**src/rtl/movo_receiver.sv**
```systemverilog
// movo_receiver: receive side of the 16-bit MOVO v2 differential link.
// Latency: valid/frame_err assert in the cycle after edge k+SYNC_STAGES, where edge k first samples latch_in high.
// Backpressure: none; strobes are one-cycle pulses and value_A/value_B hold until the next good frame.
// Ports: clk/rst (sync active-high), enable, eight async line legs (clock, data A, data B, latch; p and n each),
//        value_A/value_B (last good words), valid and frame_err strobes, line_fault level.
module movo_receiver #(
  parameter int SYNC_STAGES  = 2,
  parameter int TIMEOUT      = 256,
  parameter int FAULT_CYCLES = 4
) (
  input  logic        clk,
  input  logic        rst,
  input  logic        enable,
  input  logic        clk_movo_in,
  input  logic        clk_movo_n_in,
  input  logic        data_A_in,
  input  logic        data_A_n_in,
  input  logic        data_B_in,
  input  logic        data_B_n_in,
  input  logic        latch_in,
  input  logic        latch_n_in,
  output logic [15:0] value_A,
  output logic [15:0] value_B,
  output logic        valid,
  output logic        frame_err,
  output logic        line_fault
);

  localparam int TO_W = $clog2(TIMEOUT + 1);
  localparam int FC_W = $clog2(FAULT_CYCLES + 1);
  localparam logic [4:0] CNT_FULL = 5'd16;
  localparam logic [4:0] CNT_SAT  = 5'd17;

  // Leg order inside each synchroniser word: {latch_n, latch, B_n, B, A_n, A, clk_n, clk}
  logic [7:0] line_raw;
  assign line_raw = {latch_n_in, latch_in, data_B_n_in, data_B_in,
                     data_A_n_in, data_A_in, clk_movo_n_in, clk_movo_in};

  logic [SYNC_STAGES-1:0][7:0] sync_q, sync_d;
  logic [7:0]                  line_s;

  logic            hist_clk_q, hist_clk_d;
  logic            hist_latch_q, hist_latch_d;
  logic [15:0]     shift_a_q, shift_a_d;
  logic [15:0]     shift_b_q, shift_b_d;
  logic [4:0]      bit_cnt_q, bit_cnt_d;
  logic [TO_W-1:0] to_cnt_q, to_cnt_d;
  logic [FC_W-1:0] fault_cnt_q, fault_cnt_d;
  logic            line_fault_q, line_fault_d;
  logic [15:0]     value_a_q, value_a_d;
  logic [15:0]     value_b_q, value_b_d;
  logic            valid_q, valid_d;
  logic            frame_err_q, frame_err_d;

  logic       clk_fall, clk_edge, latch_rise, pair_bad;
  logic [4:0] cnt;

  assign line_s     = sync_q[SYNC_STAGES-1];
  assign clk_fall   = hist_clk_q & ~line_s[0];
  assign clk_edge   = hist_clk_q ^ line_s[0];
  assign latch_rise = ~hist_latch_q & line_s[6];
  assign pair_bad   = (line_s[0] == line_s[1]) | (line_s[2] == line_s[3]) |
                      (line_s[4] == line_s[5]) | (line_s[6] == line_s[7]);

  always_comb begin
    sync_d       = {sync_q[SYNC_STAGES-2:0], line_raw};
    hist_clk_d   = line_s[0];
    hist_latch_d = line_s[6];

    // Timeout counter restarts on either movo clock edge and parks at TIMEOUT.
    if (clk_edge) begin
      to_cnt_d = '0;
    end else if (to_cnt_q == TO_W'(TIMEOUT)) begin
      to_cnt_d = to_cnt_q;
    end else begin
      to_cnt_d = to_cnt_q + 1'b1;
    end

    // Fault detector: count consecutive cycles that disagree with the current
    // line_fault level; flip the level after FAULT_CYCLES of them.
    fault_cnt_d  = '0;
    line_fault_d = line_fault_q;
    if (pair_bad != line_fault_q) begin
      if (fault_cnt_q == FC_W'(FAULT_CYCLES - 1)) begin
        line_fault_d = ~line_fault_q;
      end else begin
        fault_cnt_d = fault_cnt_q + 1'b1;
      end
    end

    shift_a_d   = shift_a_q;
    shift_b_d   = shift_b_q;
    value_a_d   = value_a_q;
    value_b_d   = value_b_q;
    valid_d     = 1'b0;
    frame_err_d = 1'b0;
    cnt         = bit_cnt_q;

    if (clk_fall) begin
      shift_a_d = {shift_a_q[14:0], line_s[2]};
      shift_b_d = {shift_b_q[14:0], line_s[4]};
      if (bit_cnt_q != CNT_SAT) begin
        cnt = bit_cnt_q + 1'b1;
      end
    end

    // A stalled line drops the partial frame silently.
    if (to_cnt_q == TO_W'(TIMEOUT) && !clk_edge) begin
      cnt = '0;
    end

    // Latch is evaluated after the shift so a coincident 16th bit is included.
    if (latch_rise) begin
      if (cnt == CNT_FULL) begin
        value_a_d = shift_a_d;
        value_b_d = shift_b_d;
        valid_d   = 1'b1;
      end else begin
        frame_err_d = 1'b1;
      end
      cnt = '0;
    end

    if (!enable || line_fault_q) begin
      cnt         = '0;
      valid_d     = 1'b0;
      frame_err_d = 1'b0;
      value_a_d   = value_a_q;
      value_b_d   = value_b_q;
    end

    bit_cnt_d = cnt;
  end

  always_ff @(posedge clk) begin
    if (rst) begin
      sync_q       <= '0;
      hist_clk_q   <= 1'b0;
      hist_latch_q <= 1'b0;
      shift_a_q    <= '0;
      shift_b_q    <= '0;
      bit_cnt_q    <= '0;
      to_cnt_q     <= '0;
      fault_cnt_q  <= '0;
      line_fault_q <= 1'b0;
      value_a_q    <= '0;
      value_b_q    <= '0;
      valid_q      <= 1'b0;
      frame_err_q  <= 1'b0;
    end else begin
      sync_q       <= sync_d;
      hist_clk_q   <= hist_clk_d;
      hist_latch_q <= hist_latch_d;
      shift_a_q    <= shift_a_d;
      shift_b_q    <= shift_b_d;
      bit_cnt_q    <= bit_cnt_d;
      to_cnt_q     <= to_cnt_d;
      fault_cnt_q  <= fault_cnt_d;
      line_fault_q <= line_fault_d;
      value_a_q    <= value_a_d;
      value_b_q    <= value_b_d;
      valid_q      <= valid_d;
      frame_err_q  <= frame_err_d;
    end
  end

  assign value_A    = value_a_q;
  assign value_B    = value_b_q;
  assign valid      = valid_q;
  assign frame_err  = frame_err_q;
  assign line_fault = line_fault_q;

endmodule

```
**config.mk**
```make
export PLATFORM = sky130hd
export DESIGN_NAME = movo_receiver
export DESIGN_NICKNAME = d
export VERILOG_FILES = /design/src/rtl/movo_receiver.sv
export SDC_FILE = /design/constraint.sdc
export NUM_CORES = 1
export LEC_CHECK = 0
export ABC_AREA = 1
export ABC_CLOCK_PERIOD_IN_PS = 1800
export CORE_MARGIN = 5
export CORE_UTILIZATION = 50
export DETAILED_ROUTE_END_ITERATION = 10
export GPL_ROUTABILITY_DRIVEN = 1
export PLACE_DENSITY_LB_ADDON = 0.1
export SETUP_SLACK_MARGIN = 0.5
export SLEW_MARGIN = 15
export SYNTH_ARGS = -nofsm -noshare
export SYNTH_HDL_FRONTEND = slang
export SYNTH_SLANG_ARGS = --single-unit
```
**constraint.sdc**
```tcl
create_clock -name clk -period 1.8 [get_ports clk]
set_input_delay 0.54 -clock clk [delete_from_list [all_inputs] [get_ports clk]]
set_output_delay 0.54 -clock clk [all_outputs]
set_load 0.05 [all_outputs]
```
Word level (Yosys, flattened, before mapping):

Index checks and enable logic that the tools add are counted.
Widths: inputs -> output; s select.

* equal/unequal tests: 9
* bitwise operators: 12
* reduce and logical (&&, ||, !) cells: 10
* shift-type cells: 0
* div/mod/pow operators: 0
* order comparisons: 0
* add/sub/neg operators: 3
* $mul: 0
* multiplexer cells: 7

Operators with widths (number)
* $mux 16: 2
* $mux 5: 3
* $add 9x1->9 const B: 1
* $eq 9x9->1 const B: 1
* $reduce_or 3->1: 3
* $not 1->1: 6
* $add 5x1->5 const B: 1
* $eq 5x5->1 const B: 1
* $ne 5x5->1 const B: 1
* $eq 1x1->1: 4
* $add 3x1->3 const B: 1
* $eq 3x2->1 const B: 1
* $or 1x1->1: 3
* $reduce_and 3->1: 1
* $and 1x1->1: 2
* $logic_not 1->1: 2
* $mux 1: 2
* $reduce_and 2->1: 1
* $reduce_or 2->1: 1
* $logic_and 1x1->1: 1
* $logic_or 1x1->1: 1
* $ne 1x1->1: 1
* $xor 1x1->1: 1

* output and inout bits: 35
* memories: 0
* input bits: 11
* bits in read-only memories: 0
* bits in writable memories: 0
* word-level logic and storage cells: 55
* register bits after elaboration: 102
* latch bits: 0

Longest topological paths before layout:

Gate-level depths: netlist (run 1).

* depth in word-level cells: 7
* mapped depth: 15

Worst setup path before layout (run 1):

No wires, ideal clock.

* kind: register to register
* start: register sync_q (netlist bit line_s[0])
* end: register value_a_q[0], in the netlist value_A[0]
* buffers on the path: 2
* arrival: 1623 ps
* stages on the path, launching flop included: 14
* clock period less this slack: 1687 ps
* path slack: 113 ps
* required time: 1736 ps
* setup time: 64 ps
* cells stage by stage: dfxtp_1 inv_1 ha_1 buf_4 nand2_1 clkinv_1 nand4_1 nand2_1 nor2_4 nand3_4 buf_6 nand2_2 inv_2 nor2_1

* word-level cells in the longest chain between the ends: 6

Ends and longest elaborated chain
* start: declaration: RTL line 39 `logic [SYNC_STAGES-1:0][7:0] sync_q, sync_d;`
* start signal: assignment: RTL line 151 `sync_q <= sync_d;`
* $not 1->1 or $xor 1x1->1 (tied branches): RTL line 59, 60
* $and 1x1->1 or $logic_not 1->1 (tied branches): RTL line 59, 108
* $mux 5 or $logic_and 1x1->1 (tied branches): RTL line 99, 108
* $mux 5: RTL line 108 `if (to_cnt_q == TO_W'(TIMEOUT) && !clk_edge) begin`
* $eq 5x5->1: RTL line 114 `if (cnt == CNT_FULL) begin`
* $reduce_and 3->1 (no source line)
* end signal: assignment: RTL line 160 `value_a_q <= value_a_d;`
* end: declaration: RTL line 50 `logic [15:0] value_a_q, value_a_d;`

Parallel ways exist; a longest one is shown, timed or not.
A chain may end at the register's enable or synchronous reset.

Final worst setup path (run 1):

* start: register bit_cnt_q[0]
* end: register value_a_q[11], in the netlist value_A[11]

* word-level cells in the longest chain between the ends: 6

Ends and longest elaborated chain
* start: declaration: RTL line 46 `logic [4:0] bit_cnt_q, bit_cnt_d;`
* start signal: assignment: RTL line 156 `bit_cnt_q <= bit_cnt_d;`
* $add 5x1->5 or $ne 5x5->1 (tied branches): RTL line 103, 102
* $mux 5: RTL line 102 `if (bit_cnt_q != CNT_SAT) begin`
* $mux 5 *: RTL line 99 `if (clk_fall) begin`
* $mux 5 *: RTL line 108
* $eq 5x5->1 *: RTL line 114
* $reduce_and 3->1 (no source line) *

Mark *: on every way between the ends. The rest lies on a longest branch, timed or not.

==> run metrics, run 1 <==
Register Area 2121 sq um; TritonRoute pass-1 iters 4; Max Clk Rate 531.4 MHz; Nets 644; RR Startpoint bit_cnt_q[0]; vias in the first global route 3268; Crit. End Element register; footprint of the multi-input gates 2277 sq um; power share of the clock group 34.5%; CTS sink cnt 102; FF-to-FF End value_A[11]; layout cells sized above 1 45.96%; Worst-Skew Late Latency 0.38 ns; synth-to-layout area growth 55.37%; R2R setup slack -0.08 ns; Num CTS Buffers 9; RD Place Congestion 0.7468; grt total ovfl 0; Data required, critical path 2.10 ns; worst endpoint data arrival time 2.19 ns; post-route ant nets 0; Die X-Extent 101.9 microns; Post-Syn Nets 562; Synth Cell Area 4225 sq um; Fillers 478; I/O Buffers 45; first-pass GRT wire length 14370 microns; Finished Cell Area 6565 sq um; antenna violations before repair 0; setup TNS -1.030 ns; CP startpoint bit_cnt_q[0]; Reg clk slew, reported paths 0.10 ns; RSZ-0062 raised after global routing true; Rel. slew slack 71.45%; drt first-iter violations 183; routed vias 3799; sequential power share 56.2%; Final Util 79.90%; vias per inst 5.162; Gate power share 9.3%; core area 8217 sq um; Final period util 104.5%; GRT Overall Usage 17.19%; Site Rows 33; Int Pwr 3.033 mW; Startpoint Class register; hold buffers post-CTS 0; Sw Ratio 26.39%; largest net degree at the start of global routing 39; worst hold path class reg -> reg; final hold vios 0; Seq/Total Area, Yosys 48.33%; register bit total from synthesis 102; clk buf depth 2; crit-path max FO 6; Crit Path Category reg -> reg; fin. max-slew vios 0; Worst-Margin Slew 0.4263 ns; number of max-cap violations 0; DRC Markers 0; Top Ports 46; Yosys cell types 28; outcome finished with violations; Die ar. 10390 sq um; final setup fails 32; WL final 11120 microns; Final Power 4.121 mW; Placed Area 4947 sq um; Final Skew 0.01956 ns; P_leak 2.695 nW; CTS HTree Levels 3; minimum clock period 1.882 ns; Max VDD drop 569.6 uV; PnR worst setup slack -0.08167 ns; CP endpoint value_A[11]; routed len/inst 15.11 microns; Initial Util 51.42%; Post-Synthesis Cells 544; antenna diode count 0; CTS tree built; Root Buffer clkbuf_8; violated checks setup timing; NetSw 1.087 mW; hold slack 0.4011 ns; Die Ht 101.9 microns; Mean Syn Cell Area 7.767 sq um; Reg2Reg Depth 14; power density over cell area 627.7 nW/um^2; Synth warnings 0; Post-DP HPWL 5528 microns
[cell usage after synthesis, drive strengths merged]
library cell  count  area [sq um]
o21bai            1         7.510
nor4              1         6.260
nand3             9         57.56
xor2              5         43.79
a21oi            12         60.06
o211ai            2         15.01
clkinv            2         7.510
mux2i            26         260.3
ha                7         87.58
or3               1         6.260
nand4            35         219.0
dfxtp           102          2042
buf              16         100.1
nor3              3         20.02
clkbuf           10         37.54
a21o              1         7.510
nor2            108         420.4
inv             103         386.6
nand2            90         390.4
o21ai            10         50.05
[through the flow]
stage / setup slack [ns] / std cells
after floorplan: 0.2045 / 544
after global placement: -0.1220 / 680
after detailed placement: -0.1352 / 680
after CTS: 0.06487 / 706
after global routing: -0.1826 / 736
final: -0.08167 / 736
[worst min-delay path by stage]
stage,start,endpoint,slack (ns),cells after the start
floorplan,sync_d[8],line_s[0],0.38,2
global placement,sync_d[8],line_s[0],0.39,2
detailed placement,sync_d[8],line_s[0],0.39,2
CTS,sync_d[13],line_s[5],0.41,2
global route,sync_d[10],line_s[2],0.43,2
finish,sync_d[12],line_s[4],0.40,2
[kinds of logic (layout without fill, tap and decap cells)]
| kind of cell | after synthesis | after routing | synth area share, % |
|---|---|---|---|
| xor gates and xnor gates | 5 | 5 | 1.036 |
| DFF | 102 | 102 | 48.33 |
| muxes | 26 | 26 | 6.159 |
| buffers and inverters | 131 | 218 | 12.59 |
| AOI/OAI and AO/OA | 26 | 26 | 3.317 |
| adders and majority gates | 7 | 7 | 2.073 |
| and+or+nand+nor | 247 | 247 | 26.50 |
[placed cells by master, fill, tap and decap left out, types with 5 or more instances in the layout]
| cell | n |
|---|---|
| clkbuf_16 | 10 |
| dfxtp_1 | 59 |
| buf_12 | 24 |
| nand2_2 | 32 |
| buf_6 | 8 |
| nor2_2 | 13 |
| clkbuf_8 | 10 |
| a21oi_1 | 8 |
| dfxtp_4 | 10 |
| buf_8 | 23 |
| nand2_1 | 47 |
| ha_4 | 5 |
| mux2i_4 | 24 |
| nor2_1 | 91 |
| nand2_4 | 11 |
| xor2_1 | 5 |
| nand4_1 | 35 |
| inv_1 | 67 |
| dfxtp_2 | 33 |
| buf_4 | 21 |
| inv_2 | 35 |
| clkdlybuf4s50_1 | 9 |
[sequential cells by signal (all words and copies together) (netlist names)]
register / count
shift_a_q: 16
shift_b_q: 16
value_A: 16
value_B: 16
to_cnt_q: 9
line_s: 8
sync_d: 8
bit_cnt_q: 5
fault_cnt_q: 3
frame_err: 1
hist_clk_q: 1
hist_latch_q: 1
line_fault: 1
valid: 1
[cell type report]
type                       count  share of cell area [%]
clock buffer                  10                   2.096
clock inverter                 6                  0.8195
inverter                     105                   6.061
multi-input combinational    311                   34.69
sequential                   102                   32.30
tap                          105                   2.001
timing repair buffer          97                   22.03
[routing by layer]
| metal | GRT usage (%) | vias to the layer above | wire length (microns) |
|---|---|---|---|
| met5 | 0 | - | 0 |
| met4 | 7.366 | 0 | 383 |
| met3 | 2.867 | 36 | 689 |
| met2 | 30.03 | 148 | 5782 |
| met1 | 20.91 | 1772 | 4268 |
| li1 | - | 1843 | - |
[power by group through the flow]
stage	sequential, mW	combinational [mW]	clock (mW)
floorplan	2.38	0.165	0
global placement	2.37	0.249	0
detailed placement	2.37	0.257	0
CTS	2.32	0.274	1.42
global route	2.32	0.420	1.55
finish	2.32	0.382	1.42
[critical path, stage by stage, from the launching register on]
cell	delay, ns
dfxtp_4	0.41
ha_4	0.13
nand2_1	0.06
inv_2	0.08
nand2_4	0.07
nand2_4	0.08
nand2_4	0.06
nand2_4	0.08
nand2_4	0.05
nor2_4	0.14
nand3_4	0.21
clkbuf_16	0.24
nand2_2	0.06
inv_2	0.04
nor2_1	0.11
[repair_timing]
action	in CTS	in global routing
setup buffers	10	15
hold endpoints to repair	0	0
gates cloned	0	15
gates resized for setup	84	162
pin swaps	5	53
setup endpoints to repair	104	114
(Power assumes the default switching activity.)
==> run 2, diff against run 1 <==
Settings changed: GPL_TIMING_DRIVEN set to 0.
==> run 2 against run 1 <==
  * The flow still finishes with violations (setup timing)
  * Combinational power about the same
  * Register-to-register slack worse by 0.10 ns
  * Clock skew down 0.0066 ns
  * Die area unchanged
  * Sequential share of layout area down 0.48 points
  * Via count up 2.0%
  * Routed wire length up 3.6%
  * Sequential power about the same
  * Cell count up 3.1%
  * Core utilization up 0.64 points
  * Count of clock-buffer cells in the layout unchanged
  * Largest cell class unchanged
  * Highest routed layer unchanged
==> run metrics, run 2 (synthesis results as in run 1) <==
Initial Util 51.42%; Placed Area 4867 sq um; crit-path max FO 7; vias in the first global route 3643; commonest non-fill, non-tap cell in the layout nor2_1; Reg clk slew, reported paths 0.10 ns; hold slack 0.4058 ns; minimum clock period 1.983 ns; worst hold path class reg -> reg; commonest cells after routing, fill and taps aside 84 x nor2_1, 66 x inv_1, 59 x dfxtp_1; Crit. End Element register; RR Startpoint line_s[0]; Site Rows 33; Data required, critical path 2.10 ns; Post-DP HPWL 5691 microns; routed vias 3876; fin. max-slew vios 0; Hold Startpoint sync_d[10]; routed len/inst 15.18 microns; layout cells sized above 1 48.17%; clk buf depth 2; largest net degree at the start of global routing 18; Die X-Extent 101.9 microns; setup TNS -2.348 ns; I/O Buffers 44; Max VDD drop 565.5 uV; Max Clk Rate 504.3 MHz; grt total ovfl 0; Nets 667; DRC Markers 0; Layout Cells excl Fill 759; Finished Cell Area 6618 sq um; Crit Path Category reg -> reg; vias per inst 5.107; Post-Place Cells 693; core area 8217 sq um; RD Place Congestion 0.8226; Worst-Margin Slew 0.6209 ns; Rel. slew slack 58.61%; outcome finished with violations; Die Ht 101.9 microns; antenna diode count 0; CTS HTree Levels 3; P_leak 2.738 nW; PnR worst setup slack -0.1828 ns; drt first-iter violations 154; Top Ports 46; number of max-cap violations 0; Num CTS Buffers 9; antenna violations before repair 0; RSZ-0062 raised after global routing true; WL final 11520 microns; GRT Overall Usage 19.84%; Final Power 4.089 mW; Startpoint Class register; synth-to-layout area growth 56.62%; final setup fails 33; final hold vios 0; CP startpoint line_s[0]; Worst-Skew Late Latency 0.37 ns; Die ar. 10390 sq um; Fillers 457; CTS sink cnt 102; Final Skew 0.01301 ns; first-pass GRT wire length 16580 microns; TritonRoute pass-1 iters 4; worst endpoint data arrival time 2.28 ns; Final period util 110.2%; CTS tree built; violated checks setup timing; Root Buffer clkbuf_8; post-route ant nets 0; power density over cell area 617.9 nW/um^2
==> run 2: worst paths after layout <==
kind / endpoint / slack (ns) / cells after the start
worst max-delay path: value_A[7] / -0.18 / 13
worst min-delay path: line_s[2] / 0.41 / 2
worst max register to register: value_A[7] / -0.18 / 13
worst min register to register: line_s[2] / 0.41 / 2
==> run 2: power breakdown <==
part | switching (mW) | leakage (nW) | internal, mW
clock network | 0.830 | 0.0935 | 0.552
logic | 0.208 | 1.80 | 0.174
registers | 0.0291 | 0.849 | 2.30
==> run 2: worst max-delay path, stage by stage (launching register included) <==
cell and delay, ns:
dfxtp_2 0.34, inv_2 0.07, ha_4 0.12, buf_8 0.12, nand3_4 0.07, o21bai_1 0.18
nand2_1 0.14, nor2_4 0.20, nand3_4 0.15, buf_12 0.17, buf_8 0.13, nand2_2 0.07
inv_2 0.04, nor2_1 0.12
==> run 2: cell type report <==
type / instances / area (sq um) / share of cell area (%)
well taps: 105 / 131.4 / 1.985
inverters: 105 / 397.9 / 6.012
plain buffers: 26 / 269.0 / 4.065
flip-flops and latches: 102 / 2106 / 31.82
clock buffers: 10 / 137.6 / 2.080
repair buffers: 94 / 1199 / 18.11
clock inverters: 6 / 43.79 / 0.6618
multi-input cells: 311 / 2333 / 35.26
==> run 2: stage by stage <==
stage | utilization [%] | setup slack, ns
2_1_floorplan | - | 0.2045
3_3_place_gp | 59.24 | -0.4726
3_5_place_dp | 59.24 | -0.4755
4_1_cts | 72.74 | -0.03450
5_1_grt | 80.54 | -0.3229
6_report | 80.54 | -0.1828
==> run 2: per-layer routing <==
layer | GRT usage [%] | vias up | wire length (microns)
li1 | - | 1892 | -
met1 | 23.84 | 1839 | 4488
met2 | 35.31 | 107 | 6124
met3 | 4.642 | 38 | 501
met4 | 5.954 | 0 | 410
met5 | 0 | - | 0
==> run 2: repair_timing <==
item,CTS,global route
pin swaps,21,44
gates cloned,6,1
setup endpoints to repair,104,115
endpoints found under the hold margin,0,0
hold buffers,0,0
resized for setup,414,122
setup buffers,27,16
